--- src/rtl/regfile_write_arbiter.sv ---
// Shares the register-file write port between in-order writeback (priority) and a buffered
// long-latency result FIFO, with a starvation guard and pending-destination lookups for decode.
module regfile_write_arbiter #(
    parameter int DEPTH    = 4,
    parameter int MAX_WAIT = 8
) (
    input  logic                     clk,
    input  logic                     rst_n,
    input  logic                     wb_valid,
    input  logic [4:0]               wb_reg,
    input  logic [31:0]              wb_data,
    output logic                     wb_stall,
    input  logic                     ll_valid,
    input  logic [4:0]               ll_reg,
    input  logic [31:0]              ll_data,
    output logic                     ll_ready,
    input  logic [4:0]               chk_reg_1,
    input  logic [4:0]               chk_reg_2,
    output logic                     chk_hit_1,
    output logic                     chk_hit_2,
    output logic [4:0]               write_reg,
    output logic [31:0]              write_data,
    output logic                     regWrite,
    output logic [$clog2(DEPTH):0]   ll_count
);
    localparam int PW = $clog2(DEPTH);
    localparam int CW = $clog2(MAX_WAIT + 1);
    localparam logic [PW:0]   FULL_CNT  = (PW + 1)'(DEPTH);
    localparam logic [CW-1:0] WAIT_LAST = CW'(MAX_WAIT - 1);

    typedef enum logic {NORMAL, DRAIN} state_t;

    state_t              r_state;
    logic [4:0]          r_q_reg  [DEPTH];
    logic [31:0]         r_q_data [DEPTH];
    logic [DEPTH-1:0]    r_q_vld;
    logic [PW-1:0]       r_wr_ptr;
    logic [PW-1:0]       r_rd_ptr;
    logic [PW:0]         r_count;
    logic [CW-1:0]       r_wait;
    logic                r_regwrite;
    logic [4:0]          r_write_reg;
    logic [31:0]         r_write_data;

    logic                w_empty;
    logic                w_wb_acc;
    logic                w_push;
    logic                w_pop;
    logic                w_hit_1;
    logic                w_hit_2;

    assign w_empty  = (r_count == '0);
    assign ll_ready = (r_count != FULL_CNT);
    assign wb_stall = (r_state == DRAIN);
    assign w_wb_acc = wb_valid && !wb_stall;
    // Reg-0 LL results complete the handshake but never occupy a slot.
    assign w_push   = ll_valid && ll_ready && (ll_reg != 5'd0);
    assign w_pop    = !w_empty && ((r_state == DRAIN) || !w_wb_acc);

    assign regWrite   = r_regwrite;
    assign write_reg  = r_write_reg;
    assign write_data = r_write_data;
    assign ll_count   = r_count;

    always_comb begin
        w_hit_1 = 1'b0;
        w_hit_2 = 1'b0;
        for (int i = 0; i < DEPTH; i++) begin
            if (r_q_vld[i] && (r_q_reg[i] == chk_reg_1)) w_hit_1 = 1'b1;
            if (r_q_vld[i] && (r_q_reg[i] == chk_reg_2)) w_hit_2 = 1'b1;
        end
        if (r_regwrite && (r_write_reg == chk_reg_1)) w_hit_1 = 1'b1;
        if (r_regwrite && (r_write_reg == chk_reg_2)) w_hit_2 = 1'b1;
    end

    assign chk_hit_1 = (chk_reg_1 != 5'd0) && w_hit_1;
    assign chk_hit_2 = (chk_reg_2 != 5'd0) && w_hit_2;

    always_ff @(posedge clk) begin
        if (w_push) begin
            r_q_reg[r_wr_ptr]  <= ll_reg;
            r_q_data[r_wr_ptr] <= ll_data;
        end
    end

    always_ff @(posedge clk or negedge rst_n) begin
        if (!rst_n) begin
            r_state      <= NORMAL;
            r_q_vld      <= '0;
            r_wr_ptr     <= '0;
            r_rd_ptr     <= '0;
            r_count      <= '0;
            r_wait       <= '0;
            r_regwrite   <= 1'b0;
            r_write_reg  <= 5'd0;
            r_write_data <= 32'd0;
        end else begin
            if (w_push) begin
                r_q_vld[r_wr_ptr] <= 1'b1;
                r_wr_ptr          <= r_wr_ptr + 1'b1;
            end
            if (w_pop) begin
                r_q_vld[r_rd_ptr] <= 1'b0;
                r_rd_ptr          <= r_rd_ptr + 1'b1;
            end
            case ({w_push, w_pop})
                2'b10:   r_count <= r_count + 1'b1;
                2'b01:   r_count <= r_count - 1'b1;
                default: r_count <= r_count;
            endcase

            if (w_wb_acc) begin
                r_regwrite   <= (wb_reg != 5'd0);
                r_write_reg  <= wb_reg;
                r_write_data <= wb_data;
            end else if (w_pop) begin
                r_regwrite   <= 1'b1;
                r_write_reg  <= r_q_reg[r_rd_ptr];
                r_write_data <= r_q_data[r_rd_ptr];
            end else begin
                r_regwrite   <= 1'b0;
            end

            // The cycle the head has waited MAX_WAIT cycles, the next cycle is a forced drain slot.
            case (r_state)
                NORMAL: begin
                    if (w_empty || w_pop) begin
                        r_wait <= '0;
                    end else begin
                        r_wait <= r_wait + 1'b1;
                        if (r_wait == WAIT_LAST) r_state <= DRAIN;
                    end
                end
                default: begin
                    r_wait  <= '0;
                    r_state <= NORMAL;
                end
            endcase
        end
    end
endmodule

--- config.mk ---
export PLATFORM = sky130hd
export DESIGN_NAME = regfile_write_arbiter
export DESIGN_NICKNAME = d
export VERILOG_FILES = /design/src/rtl/regfile_write_arbiter.sv
export SDC_FILE = /design/constraint.sdc
export NUM_CORES = 1
export LEC_CHECK = 0
export ABC_AREA = 1
export BUFFER_PORTS_ARGS = -buffer_cell sky130_fd_sc_hd__clkbuf_2
export CAP_MARGIN = 20
export CORE_MARGIN = 3
export CORE_UTILIZATION = 61
export DETAILED_ROUTE_END_ITERATION = 12
export GPL_ROUTABILITY_DRIVEN = 1
export PLACE_DENSITY = 0.85
export RECOVER_POWER = 100
export SYNTH_ARGS = -nofsm -noshare
export SYNTH_HDL_FRONTEND = slang
export SYNTH_SLANG_ARGS = --single-unit
--- constraint.sdc ---
create_clock -name clk -period 5.6 [get_ports clk]
set_input_delay 1.4 -clock clk [delete_from_list [all_inputs] [get_ports clk]]
set_output_delay 1.4 -clock clk [all_outputs]
set_load 0.05 [all_outputs]
### After elaboration in Yosys (flattened, before gate mapping)

Memories as Yosys holds them, arrays and structs flattened.
Cells that the tools add are included.

* flip-flop bits (word level): 54
* bits in latches: 0
* memory bits (writable): 148
* ROM bits: 0
* input port bits: 88
* output and inout port bits: 45
* word-level logic and storage cells: 97
* memories: 2

Memories
* r_q_data: words 4, width 32, read ports 1, clocked after Yosys merged registers in 0, write ports 1, RTL line 35 `logic [31:0] r_q_data [DEPTH];`
* r_q_reg: words 4, width 5, read ports 5, clocked after Yosys merged registers in 0, write ports 1, RTL line 34 `logic [4:0] r_q_reg [DEPTH];`

* $add $sub $neg: 5
* multiply operators: 0
* divide/modulo/power cells: 0
* order comparisons: 4
* equal/unequal tests: 14
* shift operators: 0
* muxes and demuxes: 30
* bitwise logic cells: 3
* reduce and logical (&&, ||, !) cells: 30

Operators by type and width (number)
* 2-to-1 mux 32 bit: 2
* equality test 5 bit: 10
* nonzero test 5 bit: 4
* 2-to-1 mux 1 bit: 19
* logical AND 1 bit: 18
* 2-to-1 mux 4 bit: 4
* 2-to-1 mux 5 bit: 2
* < comparator 2 x 3 -> 1 bit (second input constant): 2
* one-hot mux 3 bit (2 select lines): 1
* adder 2 x 1 -> 2 bit (second input constant): 2
* adder 4 x 1 -> 4 bit (second input constant): 1
* bitwise AND 4 bit: 1
* demux 1 bit (select 2 bit): 2
* equality test 4 x 3 -> 1 bit (second input constant): 1
* >= comparator 2 x 1 -> 1 bit (second input constant): 2
* NOT 4 bit: 1
* OR 4 bit: 1
* nonzero test 2 bit: 2
* adder 3 x 1 -> 3 bit (second input constant): 1
* zero test 1 bit: 3
* zero test 3 bit: 1
* != test 3 bit (second input constant): 1
* subtractor 3 x 1 -> 3 bit (second input constant): 1
* equality test 2 x 1 -> 1 bit (second input constant): 1
* 2 further kinds: 3

### Logic depth before layout (Yosys ltp)

Gate-level depths: netlist of the first run.

* depth in word-level cells: 8
* gate-level depth with buffers: 13
* depth with buffers taken out: 11

### Worst setup path after synthesis of the first run

Ideal clock, no wire load.

* path kind: input port to output port
* from: in chk_reg_2[0]
* to: out chk_hit_2
* arrival: 2659 ps
* required time: 4200 ps
* slack: 1541 ps
* stages: 9
* path buffers: 1
* path through: clkbuf_2 > inv_1 > nand2_1 > nand2_1 > nor2_1 > nand3_1 > nand3_1 > nor2_1 > nor2_1

* word-level cells in the longest chain between the ends: 8
* elaborated cells on any way between the ends: 17
* those cells by class: 5 x eq/ne; 5 x mux; 7 x reduce/logical

RTL lines
* start: declaration: RTL line 18 `input logic [4:0] chk_reg_2,`
* equality test 5 bit: RTL line 70 `if (r_q_vld[i] && (r_q_reg[i] == chk_reg_2)) w_hit_2 = 1'b1;`
* logical AND 1 bit: RTL line 70
* 2-to-1 mux 1 bit (4 in a row): RTL line 70
* 2-to-1 mux 1 bit: RTL line 73 `if (r_regwrite && (r_write_reg == chk_reg_2)) w_hit_2 = 1'b1;`
* logical AND 1 bit *: RTL line 77 `assign chk_hit_2 = (chk_reg_2 != 5'd0) && w_hit_2;`
* end: declaration: RTL line 20 `output logic chk_hit_2,`

Every way passes the cells marked *; elsewhere a longest branch is shown, timed or not.

### Final worst setup path of the first run

* from: in ll_reg[0]
* to: mem r_q_data[0][22], enable pin

* word-level cells in the longest chain between the ends: 4

RTL lines
* start: declaration: RTL line 14 `input logic [4:0] ll_reg,`
* nonzero test 5 bit: RTL line 57 `assign w_push = ll_valid && ll_ready && (ll_reg != 5'd0);`
* logical AND 1 bit: RTL line 57
* 2-to-1 mux 1 bit: RTL line 80 `if (w_push) begin`
* 2-to-1 mux 1 bit (implied by the code): RTL line 82 `r_q_data[r_wr_ptr] <= ll_data;`
* end: declaration: RTL line 35

Every way passes these cells.

==> key figures, run 1 <==
Status
  – Status: finished with violations
  – Failing checks: capacitance limit, slew limit

Floorplanning
  – Die W: 127 um
  – Cell Rows: 43
  – Starting density of the core: 0.634
  – CORE AREA: 14,100 um^2
  – Die height: 127 um
  – Num ports: 133
  – Die area: 16,200 um^2

STA
  – Unrepaired setup endpoints after global routing: no
  – Pins Over Slew Limit: 220
  – Setup TNS: 0 ns
  – Final hold violation count: 0
  – Max_slew headroom: -1.20
  – Clock Skew: 0.0262 ns
  – Min cycle time layout: 4.57 ns
  – Worst Max-Slew Pin Slew: 3.31 ns
  – WHS: 0.472 ns
  – Setup Viol. Count Final: 0
  – Fmax: 219 MHz
  – Final cycle utilization of the critical path: 0.815
  – Final setup margin: 1.03 ns

Cells and area
  – Layout cells sized above 1: 0.0952
  – Antenna Cells: 0
  – Multi-input logic area: 2710 um^2
  – Finished Cell Area: 10,200 um^2
  – Number of flip-flops under the largest register name: 128
  – Fill count: 1,080
  – Area Growth Syn to Fin: 13.8%
  – Storage element area: 5800 um^2
  – Layout Utilization: 0.721
  – Layout Nets: 1,104

Worst hold path
  – Hold Crit Class: reg2reg
  – Hold Path End: wb_stall
  – Worst hold stages: 1
  – Hold Path Origin: wb_stall

Route
  – Vias per inst: 5.69
  – Number of detailed-routing iterations run before antenna repair: 5
  – Antenna viol nets, final: 0
  – Starting DRT DRC Count: 648
  – Via count: 6,826
  – Post-route DRC: 0
  – Drt total wl: 22.0 mm
  – DR WL/cell: 18.4 um

Pwr
  – Pleak: 4.03 nW
  – PD cells: 548 nW/um^2
  – Worst vdd ir: 0.326 mV

Global routing
  – Initial antenna violation count: 0
  – Most Used Layer, Global Route: met2
  – First-pass GRT wire length: 33.8 mm
  – Routing usage on met3: 0.0456
  – Total global-route track usage: 0.266
  – Largest net degree at the start of global routing: 84
  – Grt ovf: 0
  – Number of global-route vias before repair: 6,585
  – GR Util met2: 0.453
  – Met1 GRT Util: 0.357

Logic synthesis
  – Synthesized cell area: 8970 um^2
  – Synth area leaders: edfxtp_1 50%, dfrtp_1 15%, nor2_1 7.6%, o21ai_0 6.4%, nand2_1 6.0%
  – Post-synthesis sequential area ratio: 0.646
  – Mapped Cells: 884
  – Number of synthesized flops with an enable pin: 148
  – FFs w/ async S/R, synth: 0.267
  – Area leader, netlist: edfxtp_1
  – Most common cell in the synthesized netlist: nor2_1
  – Cell variety after synth: 35
  – Syn Nets: 983
  – Ys flop type: edfxtp_1
  – Synth warnings: 0
  – Area share of the largest cell type after synthesis: 0.496
  – Synthesized flop and latch total: 202
  – Syn Area/Cell: 10.1 um^2
  – Most frequent cells after synthesis: 181 x nor2_1, 148 x edfxtp_1, 143 x nand2_1

Placed design
  – Pre-CTS setup slack: 1.64 ns
  – Gpl congestion: 0.933
  – Placed cell area: 9710 um^2
  – IO Port Bufs: 132
  – Detail Placement HPWL: 13.7 mm

Critical path
  – Max stage delay on crit path: 1.50 ns
  – Kind of cell adding the most delay to the critical path: simple AND/OR/NAND/NOR gates
  – Worst-path cell chain: clkbuf_1 -> nor2_1 -> nand2_1 -> nand3_1 -> nor2_1 -> clkbuf_1
  – Buffer and inverter count on the worst path: 2
  – WS Path Type: in2reg
  – Crit path launch type: input pin
  – CP Capture Type: flip-flop
  – Crit path arrival time: 4.66 ns
  – Slack of the worst reg-to-reg path: 1.70 ns
  – Reg2Reg Depth: 6
  – R2r startpoint: wb_stall
  – Critical path fanouts, max: 20
  – CP Data Required Time: 5.69 ns
  – R2r endpoint: write_reg[1]
  – Slowest cell on crit path: nor2_1

Clock tree
  – Worst skew pair latency: 0.50 ns
  – Clock sinks: 202
  – CTS tree: built
  – Reg clk slew, reported paths: 0.06 ns
  – Post-CTS setup buffer count: 0
  – Root buffer cell: clkbuf_16
  – Cts bufs inserted: 20
  – H-tree Lvls: 1
  – CTS max path bufs: 3
  – Post-CTS sizing: 0
  – Hold buffer count at CTS: 0

Flow run
  – Max-Cap Viols: 8
## cells by family (layout without fill, tap and decap cells)
kind of cell / Yosys count / after routing / share of synthesized area
AOI/OAI and AO/OA: 212 / 212 / 0.122
xor gates and xnor gates: 9 / 9 / 0.00879
adders and majority gates: 11 / 11 / 0.0162
buffers and inverters: 93 / 228 / 0.0494
DFF: 202 / 202 / 0.646
and+or+nand+nor: 357 / 357 / 0.157
## worst reg2reg max path: cells and delay by family (launching register included)
kind,cells,cell delay [ns]
buffers and inverters,2,2.41
AND/OR/NAND/NOR,3,0.53
AO/OA/AOI/OAI,1,0.45
flip-flops,1,0.40
## cell type report
cell class,count,area share
flip-flops and latches,202,0.568
multi-input cells,589,0.265
repair buffers,141,0.0595
clock buffers,27,0.0575
well taps,180,0.0221
inverters,51,0.0191
clock inverters,9,0.00871
## power by group
group	switching (mW)	internal, mW	total, mW
registers	0.209	2.03	2.24
logic	1.56	0.467	2.02
clock network	0.549	0.788	1.34
## stage by stage
stage	instances	total power, mW
2_1_floorplan	884	3.79
3_3_place_gp	1163	4.26
3_5_place_dp	1163	4.34
4_1_cts	1199	5.69
5_1_grt	1199	5.89
6_report	1199	5.60
## cell usage in the layout, fill, tap and decap left out, types with 2 or more instances in the layout
master     synthesis  routed
inv_2              2       2
nor4_1             2       2
inv_1             47      47
clkbuf_16          0      20
nor2_1           181     183
clkinv_2           0       3
dfrtp_1           54      53
clkinv_1           0       2
clkbuf_2           3      50
nand2_1          143     144
o21a_1             4       4
o21ai_0          115     147
edfxtp_1         148     148
o21ai_1           74      42
a21oi_1           12      12
a22oi_1            3       3
xor2_1             8       8
clkbuf_1           6      88
buf_4              5       4
ha_1              10      10
clkbuf_8           0       6
nand3_1           20      21
nor3_1             3       3
## routing by layer
layer	up-vias	share of wire	routed length, um
li1	3236	-	-
met1	3241	0.41	9060
met2	306	0.49	10800
met3	43	0.078	1730
met4	0	0.020	442
met5	-	0	0
## how the worst max path moves through the flow
| stage | slack (ns) | end | depth (start not counted) | startpoint |
|---|---|---|---|---|
| global route | 0.78 | r_q_reg[2][1] | 6 | ll_reg[0] |
| CTS | 1.63 | chk_hit_2 | 10 | chk_reg_2[3] |
| finish | 1.03 | r_q_data[0][22] | 6 | ll_reg[0] |
| detailed placement | 1.64 | chk_hit_2 | 10 | chk_reg_2[3] |
| floorplan | 1.54 | chk_hit_2 | 9 | chk_reg_2[0] |
| global placement | 1.65 | chk_hit_2 | 10 | chk_reg_2[3] |
(Power assumes the default switching activity.)
==> run 2, diff against run 1 <==
- ABC_AREA: 1 -> 0
- CORE_UTILIZATION: 61 -> 51
- PLACE_DENSITY: 0.85 -> 0.76
- clock period: 5.6 -> 4 ns (I/O delays scaled with it)
==> run 2 against run 1 <==
The run still ends with capacitance limit, slew limit left. Routed wire length is 18% lower. Sequential power is 44% higher. Combinational power is 13% higher. Utilization is 11 points lower. Clock skew is 0.017 ns lower. Sequential cell count stayed put. Synthesized area is 4.6% lower. Clock power is 45% higher. Global-route usage is 6.5 points lower. Final cell count is 27% lower. Highest routed layer unchanged.
==> key figures, run 2 <==
Status
  – Status: finished with violations
  – Failing checks: capacitance limit, slew limit

Critical path
  – Slowest cell on crit path: clkbuf_1
  – Reg2Reg Depth: 4
  – R2r startpoint: r_rd_ptr[0]
  – R2r endpoint: write_data[10]
  – Crit path arrival time: 2.54 ns
  – Max stage delay on crit path: 0.47 ns
  – Worst setup path endpoint: chk_hit_2
  – Slack of the worst reg-to-reg path: 0.87 ns
  – Crit path launch type: input pin
  – CP Capture Type: output pin
  – WS Path Type: in2out
  – CP Data Required Time: 3.00 ns
  – Critical path fanouts, max: 6
  – Worst-path cell chain: clkbuf_2 -> xor2_1 -> nor4_1 -> nand3_1 -> nand2_1 -> o22a_1 -> clkbuf_1
  – Worst setup path startpoint: chk_reg_2[2]

STA
  – Final hold violation count: 0
  – Clock Skew: 0.00895 ns
  – Max_slew headroom: -0.391
  – Fmax: 283 MHz
  – Setup TNS: 0 ns
  – Setup Viol. Count Final: 0
  – Final setup margin: 0.460 ns
  – Worst Max-Slew Pin Slew: 2.09 ns
  – Pins Over Slew Limit: 217
  – WHS: 0.460 ns
  – Unrepaired setup endpoints after global routing: no
  – Min cycle time layout: 3.54 ns
  – Final cycle utilization of the critical path: 0.885

Cells and area
  – Number of flip-flops under the largest register name: 128
  – Most frequent cells in the layout: 148 x edfxtp_1, 95 x clkbuf_1, 53 x dfrtp_1
  – Area Growth Syn to Fin: 15.9%
  – Commonest non-fill, non-tap cell in the layout: edfxtp_1
  – Layout cells sized above 1: 0.183
  – Layout Nets: 747
  – Antenna Cells: 0

Route
  – Vias per inst: 5.58
  – Starting DRT DRC Count: 315
  – Drt total wl: 18.1 mm
  – Post-route DRC: 0
  – Antenna viol nets, final: 0
  – Number of detailed-routing iterations run before antenna repair: 4
  – Via count: 4,903
  – DR WL/cell: 20.6 um

Logic synthesis
  – Ys flop type: edfxtp_1
  – Synthesized flop and latch total: 202
  – Synthesized cell area: 8550 um^2
  – Area share of the largest cell type after synthesis: 0.520
  – Number of synthesized flops with an enable pin: 148
  – Synth warnings: 0
  – Syn Area/Cell: 16.5 um^2
  – FFs w/ async S/R, synth: 0.267
  – Post-synthesis sequential area ratio: 0.677
  – Most frequent cells after synthesis: 148 x edfxtp_1, 54 x dfrtp_1, 43 x nand2_1, 43 x xor2_1, 38 x mux2i_1
  – Area leader, netlist: edfxtp_1
  – Synth area leaders: edfxtp_1 52%, dfrtp_1 16%, mux4_2 9.7%, mux2i_1 4.4%, xor2_1 4.4%
  – Cell variety after synth: 30
  – Most common cell in the synthesized netlist: edfxtp_1
  – Syn Nets: 618
  – Mapped Cells: 519

Flow run
  – Max-Cap Viols: 6

Pwr
  – PD cells: 750 nW/um^2
  – Pleak: 3.81 nW
  – Worst vdd ir: 0.345 mV

Worst hold path
  – Hold Crit Class: in2async

Placed design
  – Detail Placement HPWL: 11.6 mm
  – Pre-CTS setup slack: 0.697 ns
  – Gpl congestion: 1.08
  – IO Port Bufs: 132

Global routing
  – First-pass GRT wire length: 28.5 mm
  – Number of global-route vias before repair: 5,296
  – Total global-route track usage: 0.200
  – Largest net degree at the start of global routing: 79
  – Initial antenna violation count: 0
  – Grt ovf: 0

Clock tree
  – Hold buffer count at CTS: 0
  – CTS max path bufs: 3
  – CTS tree: built
  – Post-CTS setup buffer count: 0
  – Post-CTS sizing: 0
  – H-tree Lvls: 1
  – Clock sinks: 202
  – Worst skew pair latency: 0.49 ns
  – Reg clk slew, reported paths: 0.06 ns
  – Root buffer cell: clkbuf_16
  – Cts bufs inserted: 21

Floorplanning
  – Die area: 18,400 um^2
  – Die W: 136 um
  – Starting density of the core: 0.529
  – Cell Rows: 46
  – CORE AREA: 16,200 um^2
  – Num ports: 133
  – Die height: 136 um
-- run 2: changes by cell type after synthesis, moves of 35 or more --
cell | before | now
nor2_1 | 181 | 6
nand2_1 | 143 | 43
o21ai_0 | 115 | 15
inv_1 | 47 | 8
o21ai_1 | 74 | 24
mux2i_1 | 0 | 38
mux4_2 | 0 | 37
xor2_1 | 8 | 43
-- run 2: how the worst min path moves through the flow --
stage | endpoint | from | cells past startpoint
3_3_place_gp | wb_stall | r_wait[3] | 1
5_1_grt | r_wait[3] | rst_n | 1
3_5_place_dp | wb_stall | r_wait[3] | 1
2_1_floorplan | wb_stall | r_wait[3] | 1
4_1_cts | wb_stall | r_wait[3] | 1
6_report | r_wait[3] | rst_n | 1
-- run 2: area by class of cell --
| cell class | count | area, um^2 |
|---|---|---|
| sequential | 202 | 5800 |
| fill | 1216 | 6260 |
| clock buffer | 30 | 569 |
| multi-input combinational | 277 | 2540 |
| tap | 216 | 270 |
| timing repair buffer | 138 | 587 |
| clock inverter | 8 | 119 |
| inverter | 8 | 30.0 |
-- run 2: critical path, delay by kind of cell --
family | cells | cell delay [ns]
AOI/OAI and AO/OA | 1 | 0.14
xor gates and xnor gates | 1 | 0.19
buffers and inverters | 2 | 0.63
and+or+nand+nor | 3 | 0.58
-- run 2: metrics by stage --
stage          power [mW]  cell area, um^2  utilization  instances
6_report             7.44             9910        0.613        879
5_1_grt              7.79             9910        0.613        879
4_1_cts              7.61            10100        0.622        878
3_5_place_dp         5.65             9380        0.580        840
3_3_place_gp         5.55             9380        0.580        840
2_1_floorplan        4.98             8550            -        519
-- run 2: per-layer routing --
metal	routed length [um]	vias to the layer above	track usage
li1	-	2213	-
met1	7290	2468	0.256
met2	9250	164	0.340
met3	882	58	0.0368
met4	673	0	0.0829
met5	0	-	0
-- run 2: where the power goes --
group | leakage [nW] | switching (mW) | internal, mW
clock | 0.330 | 0.756 | 1.19
sequential | 2.00 | 0.418 | 2.80
combinational | 1.48 | 1.42 | 0.854
total | 3.81 | 2.60 | 4.84
-- run 2: cell families (layout without fill, tap and decap cells) --
family	after synthesis	count (layout)	share of synthesized area
muxes	75	75	0.142
buffers and inverters	40	184	0.0216
adders and majority gates	11	11	0.0170
xor gates and xnor gates	57	57	0.0584
and+or+nand+nor	87	87	0.0490
AOI/OAI and AO/OA	47	47	0.0347
DFF	202	202	0.677
